`src/rtl/pulse_log_pkg.sv`:
```
// Shared defaults and helpers for the pulse event logger.
package pulse_log_pkg;

  localparam int TS_W_DEF  = 16;
  localparam int DEPTH_DEF = 8;
  localparam int CNT_W_DEF = 8;

  // Occupancy needs one extra bit so that a full FIFO (count == DEPTH) is representable.
  function automatic int level_w(input int depth);
    return $clog2(depth) + 1;
  endfunction

endpackage

```
`src/rtl/sync_fifo.sv`:
```
// Single-clock FIFO with first-word-fall-through head, used as the event log store.
module sync_fifo
  import pulse_log_pkg::*;
#(
  parameter int WIDTH = TS_W_DEF,
  parameter int DEPTH = DEPTH_DEF
) (
  input  logic                      clk,
  input  logic                      rst,
  input  logic                      push,
  input  logic                      pop,
  input  logic [WIDTH-1:0]          wdata,
  output logic [WIDTH-1:0]          rdata,
  output logic                      full,
  output logic                      empty,
  output logic [level_w(DEPTH)-1:0] count
);

  localparam int AW = (DEPTH > 1) ? $clog2(DEPTH) : 1;
  localparam int LW = level_w(DEPTH);

  logic [WIDTH-1:0] mem_q [DEPTH];
  logic [AW-1:0]    wr_ptr_q, wr_ptr_d;
  logic [AW-1:0]    rd_ptr_q, rd_ptr_d;
  logic [LW-1:0]    count_q, count_d;
  logic             wr_en, rd_en;

  assign full  = (count_q == LW'(DEPTH));
  assign empty = (count_q == '0);
  assign count = count_q;
  assign rdata = mem_q[rd_ptr_q];

  // A push into a full FIFO is legal only when the head leaves on the same edge.
  assign wr_en = push & (~full | (pop & ~empty));
  assign rd_en = pop & ~empty;

  always_comb begin
    wr_ptr_d = wr_ptr_q;
    rd_ptr_d = rd_ptr_q;
    count_d  = count_q;
    if (wr_en) wr_ptr_d = wr_ptr_q + 1'b1;
    if (rd_en) rd_ptr_d = rd_ptr_q + 1'b1;
    case ({wr_en, rd_en})
      2'b10:   count_d = count_q + 1'b1;
      2'b01:   count_d = count_q - 1'b1;
      default: count_d = count_q;
    endcase
  end

  always_ff @(posedge clk or posedge rst) begin
    if (rst) begin
      wr_ptr_q <= '0;
      rd_ptr_q <= '0;
      count_q  <= '0;
    end else begin
      wr_ptr_q <= wr_ptr_d;
      rd_ptr_q <= rd_ptr_d;
      count_q  <= count_d;
    end
  end

  always_ff @(posedge clk) begin
    if (wr_en) mem_q[wr_ptr_q] <= wdata;
  end

endmodule

```
`src/rtl/pulse_event_logger.sv`:
```
// Timestamps qualified event pulses into a log FIFO and counts events lost to overflow.
module pulse_event_logger
  import pulse_log_pkg::*;
#(
  parameter int TS_W  = TS_W_DEF,
  parameter int DEPTH = DEPTH_DEF,
  parameter int CNT_W = CNT_W_DEF
) (
  input  logic                      clkb,
  input  logic                      rst,
  input  logic                      bit_b,
  input  logic                      en,
  input  logic                      ts_clr,
  output logic                      rd_valid,
  input  logic                      rd_ready,
  output logic [TS_W-1:0]           rd_data,
  output logic [level_w(DEPTH)-1:0] level,
  output logic                      ovf,
  output logic [CNT_W-1:0]          drop_cnt,
  input  logic                      ovf_clr
);

  logic [TS_W-1:0]  ts_q, ts_d;
  logic             ovf_q, ovf_d;
  logic [CNT_W-1:0] drop_cnt_q, drop_cnt_d;
  logic             evt, push, pop, drop;
  logic             full, empty;

  assign evt  = bit_b & en;
  assign pop  = rd_ready & ~empty;
  assign push = evt & (~full | pop);
  assign drop = evt & full & ~pop;

  assign rd_valid = ~empty;
  assign ovf      = ovf_q;
  assign drop_cnt = drop_cnt_q;

  always_comb begin
    ts_d       = ts_clr ? '0 : ts_q + 1'b1;
    ovf_d      = ovf_q;
    drop_cnt_d = drop_cnt_q;
    // A drop on the same edge as a clear wins, restarting the count at one.
    if (drop) begin
      ovf_d = 1'b1;
      if (ovf_clr)               drop_cnt_d = CNT_W'(1);
      else if (drop_cnt_q != '1) drop_cnt_d = drop_cnt_q + 1'b1;
    end else if (ovf_clr) begin
      ovf_d      = 1'b0;
      drop_cnt_d = '0;
    end
  end

  always_ff @(posedge clkb or posedge rst) begin
    if (rst) begin
      ts_q       <= '0;
      ovf_q      <= 1'b0;
      drop_cnt_q <= '0;
    end else begin
      ts_q       <= ts_d;
      ovf_q      <= ovf_d;
      drop_cnt_q <= drop_cnt_d;
    end
  end

  sync_fifo #(
    .WIDTH (TS_W),
    .DEPTH (DEPTH)
  ) u_fifo (
    .clk   (clkb),
    .rst   (rst),
    .push  (push),
    .pop   (pop),
    .wdata (ts_q),
    .rdata (rd_data),
    .full  (full),
    .empty (empty),
    .count (level)
  );

endmodule

```
`config.mk`:
```
export PLATFORM = sky130hd
export DESIGN_NAME = pulse_event_logger
export DESIGN_NICKNAME = d
export VERILOG_FILES = /design/src/rtl/pulse_log_pkg.sv /design/src/rtl/sync_fifo.sv /design/src/rtl/pulse_event_logger.sv
export SDC_FILE = /design/constraint.sdc
export NUM_CORES = 1
export LEC_CHECK = 0
export CAP_MARGIN = 20
export CORE_UTILIZATION = 40
export DETAILED_ROUTE_END_ITERATION = 8
export PLACE_DENSITY = 0.59
export SYNTH_ARGS = -nofsm -noshare
export SYNTH_HDL_FRONTEND = slang
export SYNTH_SLANG_ARGS = --single-unit
```
`constraint.sdc`:
```
create_clock -name clkb -period 3.65 [get_ports clkb]
set_input_delay 0.9125 -clock clkb [delete_from_list [all_inputs] [get_ports clkb]]
set_output_delay 0.9125 -clock clkb [all_outputs]
set_load 0.05 [all_outputs]
```
==> results.md, run 1 <==
- H-tree depth: 4
- Die Ht: between 100 and 150 um
- Primary FF master, synth: edfxtp_1
- Post-synth ARST share: around 21%
- Peak supply drop: 415 uV
- Area of the multi-input gates: roughly 0.0019 mm^2
- Reg-to-reg endpoint: u_fifo.count[2]$_DFFE_PP0P_
- Vias in the first global route: 3,500
- Syn Inst Count: around 370
- Synth Cell Area: between 0.006 and 0.007 mm^2
- Busiest grt layer: met2
- PD cells: approximately 770 mW/mm^2
- Syn_area_per_cell: between 15 and 20 um^2
- Routed length per placed instance: 18.6 um
- FILL cells: 1,313
- Internal power: about 4.0 mW
- Critical path's slowest cell: mux4_2
- Yosys reg bits: around 160
- First-pass GRT wire length: 19.3 mm
- Clock share of power: between 20% and 30%
- Initial antenna violation count: 0
- CTS Buffer Depth: 2
- GRT met1 Usage: 20.3%
- Iter 0 DRT Violations: 234
- Final hold violations: 0
- Core area: between 0.015 and 0.02 mm^2
- Layout Utilization: 49.3%
- Post_cts resized: 0
- Logic pwr share: ~34%
- CP Capture Type: output pin
- Fin nets: roughly 450
- Final Power: 6.12 mW
- Seq pwr share: 37.7%
- Endpoint, Worst Hold: ovf$_DFFE_PP0P_
- CTS sink count: between 150 and 200
- Synth unique cells: between 40 and 50
- Crit path launch type: register
- Slowest stage delay, CP: roughly 0.55 ns
- CP Max Fanout: 32
- Critical path, cell by cell: buf_12 -> mux4_2 -> mux2_2 -> buf_4
- Sw Ratio: around a third
- Largest net degree at the start of global routing: 36
- Skew final: 0.00771 ns
- Starting Density: roughly two fifths
- Num ports: 37
- Leak: between 2 and 3 nW
- Die ar.: approximately 0.017 mm^2
- RR Startpoint: u_fifo.count[2]$_DFFE_PP0P_
- HP Start: ovf$_DFFE_PP0P_
- Status: complete, no violations
- HP Class: register to register
- Clk_lat worst skew: 0.42 ns
- Max_cap viols: 0
- Post-CTS Hold Buffers: 0
- GRT Total Usage: between 15 and 20%
- Relative slew slack: a little under three fifths
- Share of cells above drive strength 1: 28.4%
- GR Util met2: around a quarter
- Most common cell after layout, fill and taps aside: edfxtp_1
- Total Negative Setup Slacks: 0 ns
- Syn-to-layout area delta: 19.0%
- IO buf count: 36
- F_max: ~320 MHz
- Clock transition at path regs: roughly 0.06 ns
- Post CTS Setup Buffer Count: 0
- DP HPWL: 7.40 mm
- Initial DRT Pass Iterations: 4
- Drc violations: 0
- Worst hold stages: 1
- Core Rows: 46
- Num CTS Buffers: 17
- Reg2reg path depth: 9
- Final setup violation count: 0
- Tcrit/Tclk final: approximately 85%
- Storage element area: around 0.0047 mm^2
- Final slew viol count: 0
- Commonest non-fill, non-tap cells in the layout: edfxtp_1 (128), dfrtp_1 (34), mux4_2 (32), buf_4 (32), clkdlybuf4s50_1 (20)
- Fin crit period: slightly above 3 ns
- Number of diodes: 0
- Synthesized net count: 388
- Final WL: about 12 mm
- Vias per inst: ~5.3
- Post-route ant nets: 0
- Placed inst area: 0.00733 mm^2
- Routed via count: between 3,000 and 4,000
- Grt met3 use: about 3.3%
- Number of flops mapped to enable cells by yosys: 128
- Register area share after synthesis: 71.0%
- Crit path kind: register to output pin
- Psw: 2.08 mW
- Hold Slack: approximately 0.49 ns
- RSZ-0062 raised after global routing: no
- CP arrival: about 2.2 ns
- Non-Filler Instances: 660
- CTS tree: done
- Design Area, Final: ~0.008 mm^2
- Dpl ws: a little under 0.6 ns
- CTS root buffer: clkbuf_16
- Worst Tran Pin Value: 0.652 ns
- R2R setup slack: around 1.1 ns
- GPL Wtd Cong: between 0.6 and 0.7
- Die Wd: between 100 and 150 um
- Final worst slack: ~0.55 ns
- Synth warn: 0
- Worst EP required: approximately 2.7 ns
- Dpl cells: between 600 and 700
- Total gr overflow: 0
==> flip-flops by register name, indices dropped and copies added, names as in the netlist <==
signal           count
drop_cnt             8
u_fifo.wr_ptr_q      3
u_fifo.mem_q       128
u_fifo.rd_ptr_q      3
ts_q                16
ovf                  1
u_fifo.count         4
==> area by class of cell <==
class | instances | area share [%]
Sequential cell | 163 | 59.7
Multi-Input combinational cell | 190 | 23.5
Timing Repair Buffer | 53 | 5.82
Clock buffer | 18 | 5.42
Tap cell | 216 | 3.42
Clock inverter | 14 | 1.93
Inverter | 6 | 0.285
==> synth_stat cells, drive strengths merged (3+ instances only) <==
cell type  instances  area (um^2)
a21oi             16         80.1
and4               3         26.3
buf                6         27.5
clkbuf             9         33.8
dfrtp             35          876
edfxtp           128         3840
ha                 7         87.6
inv                6         22.5
mux2              19          218
mux4              32          721
nand2             12         45.0
nand2b             3         18.8
nand3             10         62.6
nand4              5         31.3
nor2              18         67.6
nor3               3         20.0
nor4               3         18.8
o21ai              7         35.0
o31ai              6         45.0
or3                7         50.1
or4                7         57.6
xnor2              6         52.6
xor2              11         96.3
==> critical path: cells and delay by family (launching register included) <==
family	cells	cell delay (ns)
mux	2	0.85
flops	1	0.41
buf+inv	2	0.48
==> worst max-delay path by stage <==
stage                     cells past startpoint                            from  slack, ns                           end
after global routing                          4  u_fifo.rd_ptr_q[0]$_DFFE_PP0P_       0.47                   rd_data[13]
after CTS                                     4  u_fifo.rd_ptr_q[0]$_DFFE_PP0P_       0.51                   rd_data[13]
after global placement                       12                        rd_ready       0.63   u_fifo.count[2]$_DFFE_PP0P_
after floorplan                               4                        rd_ready       0.62  u_fifo.mem_q[1][0]$_DFFE_PP_
after detailed placement                     12                        rd_ready       0.59   u_fifo.count[2]$_DFFE_PP0P_
final                                         4  u_fifo.rd_ptr_q[0]$_DFFE_PP0P_       0.55                   rd_data[13]
==> cells by family after synthesis <==
group / share of synthesized area (%)
DFF: 71.0
and+or+nand+nor: 7.09
muxes: 14.3
AOI/OAI and AO/OA: 2.86
buffers and inverters: 1.26
xor gates and xnor gates: 2.24
adders and majority gates: 1.32
==> per-layer routing <==
metal  wire length, um  vias to the layer above
met1              5620                     1809
met2              6120                       55
met3               364                       13
met5                 0                        -
met4               193                        0
li1                  -                     1598
==> power groups by stage <==
| stage | registers [mW] | clock network, mW | logic, mW |
|---|---|---|---|
| global placement | 2.34 | 0 | 2.10 |
| global route | 2.33 | 1.86 | 2.21 |
| finish | 2.31 | 1.74 | 2.07 |
| CTS | 2.31 | 1.79 | 2.11 |
| detailed placement | 2.34 | 0 | 2.11 |
| floorplan | 2.37 | 0 | 1.50 |
Note: power is estimated with default switching activity, not from simulation.
==> run 2: changes to the inputs <==
- PLACE_DENSITY: 0.59 -> 0.61
- clock period: 3.65 -> 2.6 ns (I/O delays scaled with it)
==> run 2 against run 1 <==
The flow now finishes with violations (negative setup slack); register-to-register slack lost 0.91 ns; die area is the same; clock power grew 44%; non-clock buffer count grew 10; routed wire length grew 4.3%; total power grew 47%; critical path depth is the same; setup slack lost 0.63 ns; critical path type unchanged; largest cell class unchanged; largest power group is now combinational logic.
==> results.md, run 2 (synthesis gave the netlist of run 1 again) <==
- Reg-to-reg endpoint: u_fifo.count[3]$_DFFE_PP0P_
- Iter 0 DRT Violations: 210 (-10%)
- Num ports: 37 (unchanged)
- Worst Tran Pin Value: 0.667 ns (+0.0151 ns)
- Crit path launch type: register
- HP Class: register to register
- Most common cell after layout, fill and taps aside: edfxtp_1
- Total gr overflow: 0 (unchanged)
- Max_cap viols: 0 (unchanged)
- Final setup violation count: 16 (+16)
- Number of diodes: 0 (unchanged)
- Vias in the first global route: 3,680 (+5.1%)
- Core Rows: 46 (unchanged)
- Worst EP required: 1.95 ns (-0.79 ns)
- Final WL: 12.8 mm (+4.3%)
- Drc violations: 0 (unchanged)
- RR Startpoint: u_fifo.count[2]$_DFFE_PP0P_
- R2R setup slack: 0.21 ns (-0.91 ns)
- Post-route ant nets: 0 (unchanged)
- DP HPWL: 7.83 mm (+5.8%)
- Crit path kind: register to output pin
- Routed via count: 3,554 (+2.3%)
- Tcrit/Tclk final: 103%
- Status: finished, violations left
- F_max: approximately 370 MHz
- CP Capture Type: output pin
- Routed length per placed instance: 19.1 um (+2.7%)
- RSZ-0062 raised after global routing: yes
- Die ar.: 0.0171 mm^2 (unchanged)
- Die Wd: 131 um (unchanged)
- CTS root buffer: clkbuf_16
- Crit path from: u_fifo.rd_ptr_q[0]$_DFFE_PP0P_
- Design Area, Final: 0.00814 mm^2 (+2.9%)
- Final worst slack: -0.0754 ns (-0.629 ns)
- Violations in the final reports: negative setup slack
- Fin nets: 455 (+2.2%)
- Relative slew slack: 55.3% (-1.0 points)
- Final hold violations: 0 (unchanged)
- CP Max Fanout: 15 (-53%)
- CTS sink count: 163 (unchanged)
- CP arrival: 2.03 ns (-0.15 ns)
- First-pass GRT wire length: 20.3 mm (+5.2%)
- Num CTS Buffers: 17 (unchanged)
- IO buf count: 36 (unchanged)
- Initial antenna violation count: 0 (unchanged)
- Initial DRT Pass Iterations: 4 (unchanged)
- H-tree depth: 4 (unchanged)
- Peak supply drop: 536 uV (+29%)
- Starting Density: 41.4% (unchanged)
- GPL Wtd Cong: 0.741 (+5.9%)
- Clock transition at path regs: 0.06 ns (about the same)
- Clk_lat worst skew: 0.42 ns (about the same)
- Share of cells above drive strength 1: 31.3% (+2.9 points)
- Endpoint, Worst Hold: ovf$_DFFE_PP0P_
- GRT Total Usage: 16.7% (+0.92 points)
- Layout Utilization: 50.7% (+1.4 points)
- Syn-to-layout area delta: 22.4%
- Commonest non-fill, non-tap cells in the layout: edfxtp_1 (128), mux4_2 (32), dfrtp_1 (30)
- FILL cells: 1,334 (+1.6%)
- CTS tree: done
- Top reg by flops: u_fifo.mem_q
- Worst hold stages: 1 (unchanged)
- Leak: 2.84 nW (+4.4%)
- Fin crit period: approximately 2.7 ns
- Largest net degree at the start of global routing: 36 (unchanged)
- Die Ht: 131 um (unchanged)
- CTS Buffer Depth: 2 (unchanged)
- Final slew viol count: 0 (unchanged)
- PD cells: 1110 mW/mm^2 (+43%)
- Vias per inst: 5.30 (+0.75%)
- Reg2reg path depth: 8 (-1)
- Skew final: 0.00841 ns (+0.000695 ns)
- Max FFs per register: 128 (unchanged)
- Placed inst area: 0.00746 mm^2 (+1.7%)
- HP Start: ovf$_DFFE_PP0P_
- Core area: 0.0161 mm^2 (unchanged)
==> run 2: changes by cell type in the layout (fill, tap and decap cells not counted), moves of 3 or more <==
cell and change:
buf_12 +4, mux2_4 +6, dfrtp_2 +4, clkinv_4 +3, mux2_2 -6, buf_4 -10, dfrtp_1 -4, buf_6 +16
clkinvlp_4 -3
==> run 2: power by group <==
group / switching [mW] / internal, mW / leakage, nW
sequential: 0.180 / 3.05 / 1.65
combinational: 1.78 / 1.49 / 0.904
clock: 1.06 / 1.44 / 0.290
==> run 2: final cells by class <==
class | instances | area (um^2) | area share [%]
Inverter | 6 | 22.5 | 0.277
Clock inverter | 15 | 171 | 2.11
Sequential cell | 163 | 4730 | 58.0
Timing Repair Buffer | 63 | 644 | 7.91
Multi-Input combinational cell | 190 | 1880 | 23.1
Tap cell | 216 | 270 | 3.32
Clock buffer | 17 | 425 | 5.23
==> run 2: layer usage <==
layer | GRT usage [%] | vias to the layer above | share of wire, % | wire, um
li1 | - | 1619 | - | -
met1 | 20.8 | 1862 | 44 | 5610
met2 | 28.3 | 60 | 52 | 6620
met3 | 3.83 | 13 | 3.1 | 396
met4 | 6.69 | 0 | 1.5 | 188
met5 | 0 | - | 0 | 0
==> run 2: worst max-delay path by stage <==
stage | to | slack (ns) | cells after the start
finish | rd_data[9] | -0.08 | 4
global route | rd_data[0] | -0.15 | 4
CTS | rd_data[2] | -0.10 | 4
detailed placement | u_fifo.count[3]$_DFFE_PP0P_ | -0.06 | 10
global placement | u_fifo.count[2]$_DFFE_PP0P_ | 0.03 | 11
floorplan | u_fifo.count[2]$_DFFE_PP0P_ | -0.14 | 10
==> run 2: stage by stage <==
stage | hold slack, ns | setup slack (ns) | TNS, ns | power (mW) | std cells
floorplan | 0.480 | -0.144 | -0.144 | 5.45 | 374
global placement | 0.469 | 0.0335 | 0 | 6.33 | 637
detailed placement | 0.477 | -0.0576 | -0.0944 | 6.37 | 637
CTS | 0.492 | -0.100 | -1.41 | 9.11 | 670
global route | 0.531 | -0.149 | -2.12 | 9.40 | 670
finish | 0.487 | -0.0754 | -0.950 | 9.00 | 670
==> run 2: what timing repair did <==
item                                    4_1_cts  5_1_grt
endpoints found under the setup margin       17       16
hold endpoints to repair                      0        0
setup buffers                                 1        0
hold buffers                                  0        0
gates resized for setup                      22        1
==> run 2: worst max-delay path, cell delays in order (launching register included) <==
cell	delay, ns
dfrtp_2	0.43
buf_12	0.19
mux4_2	0.53
mux2_4	0.29
buf_6	0.15
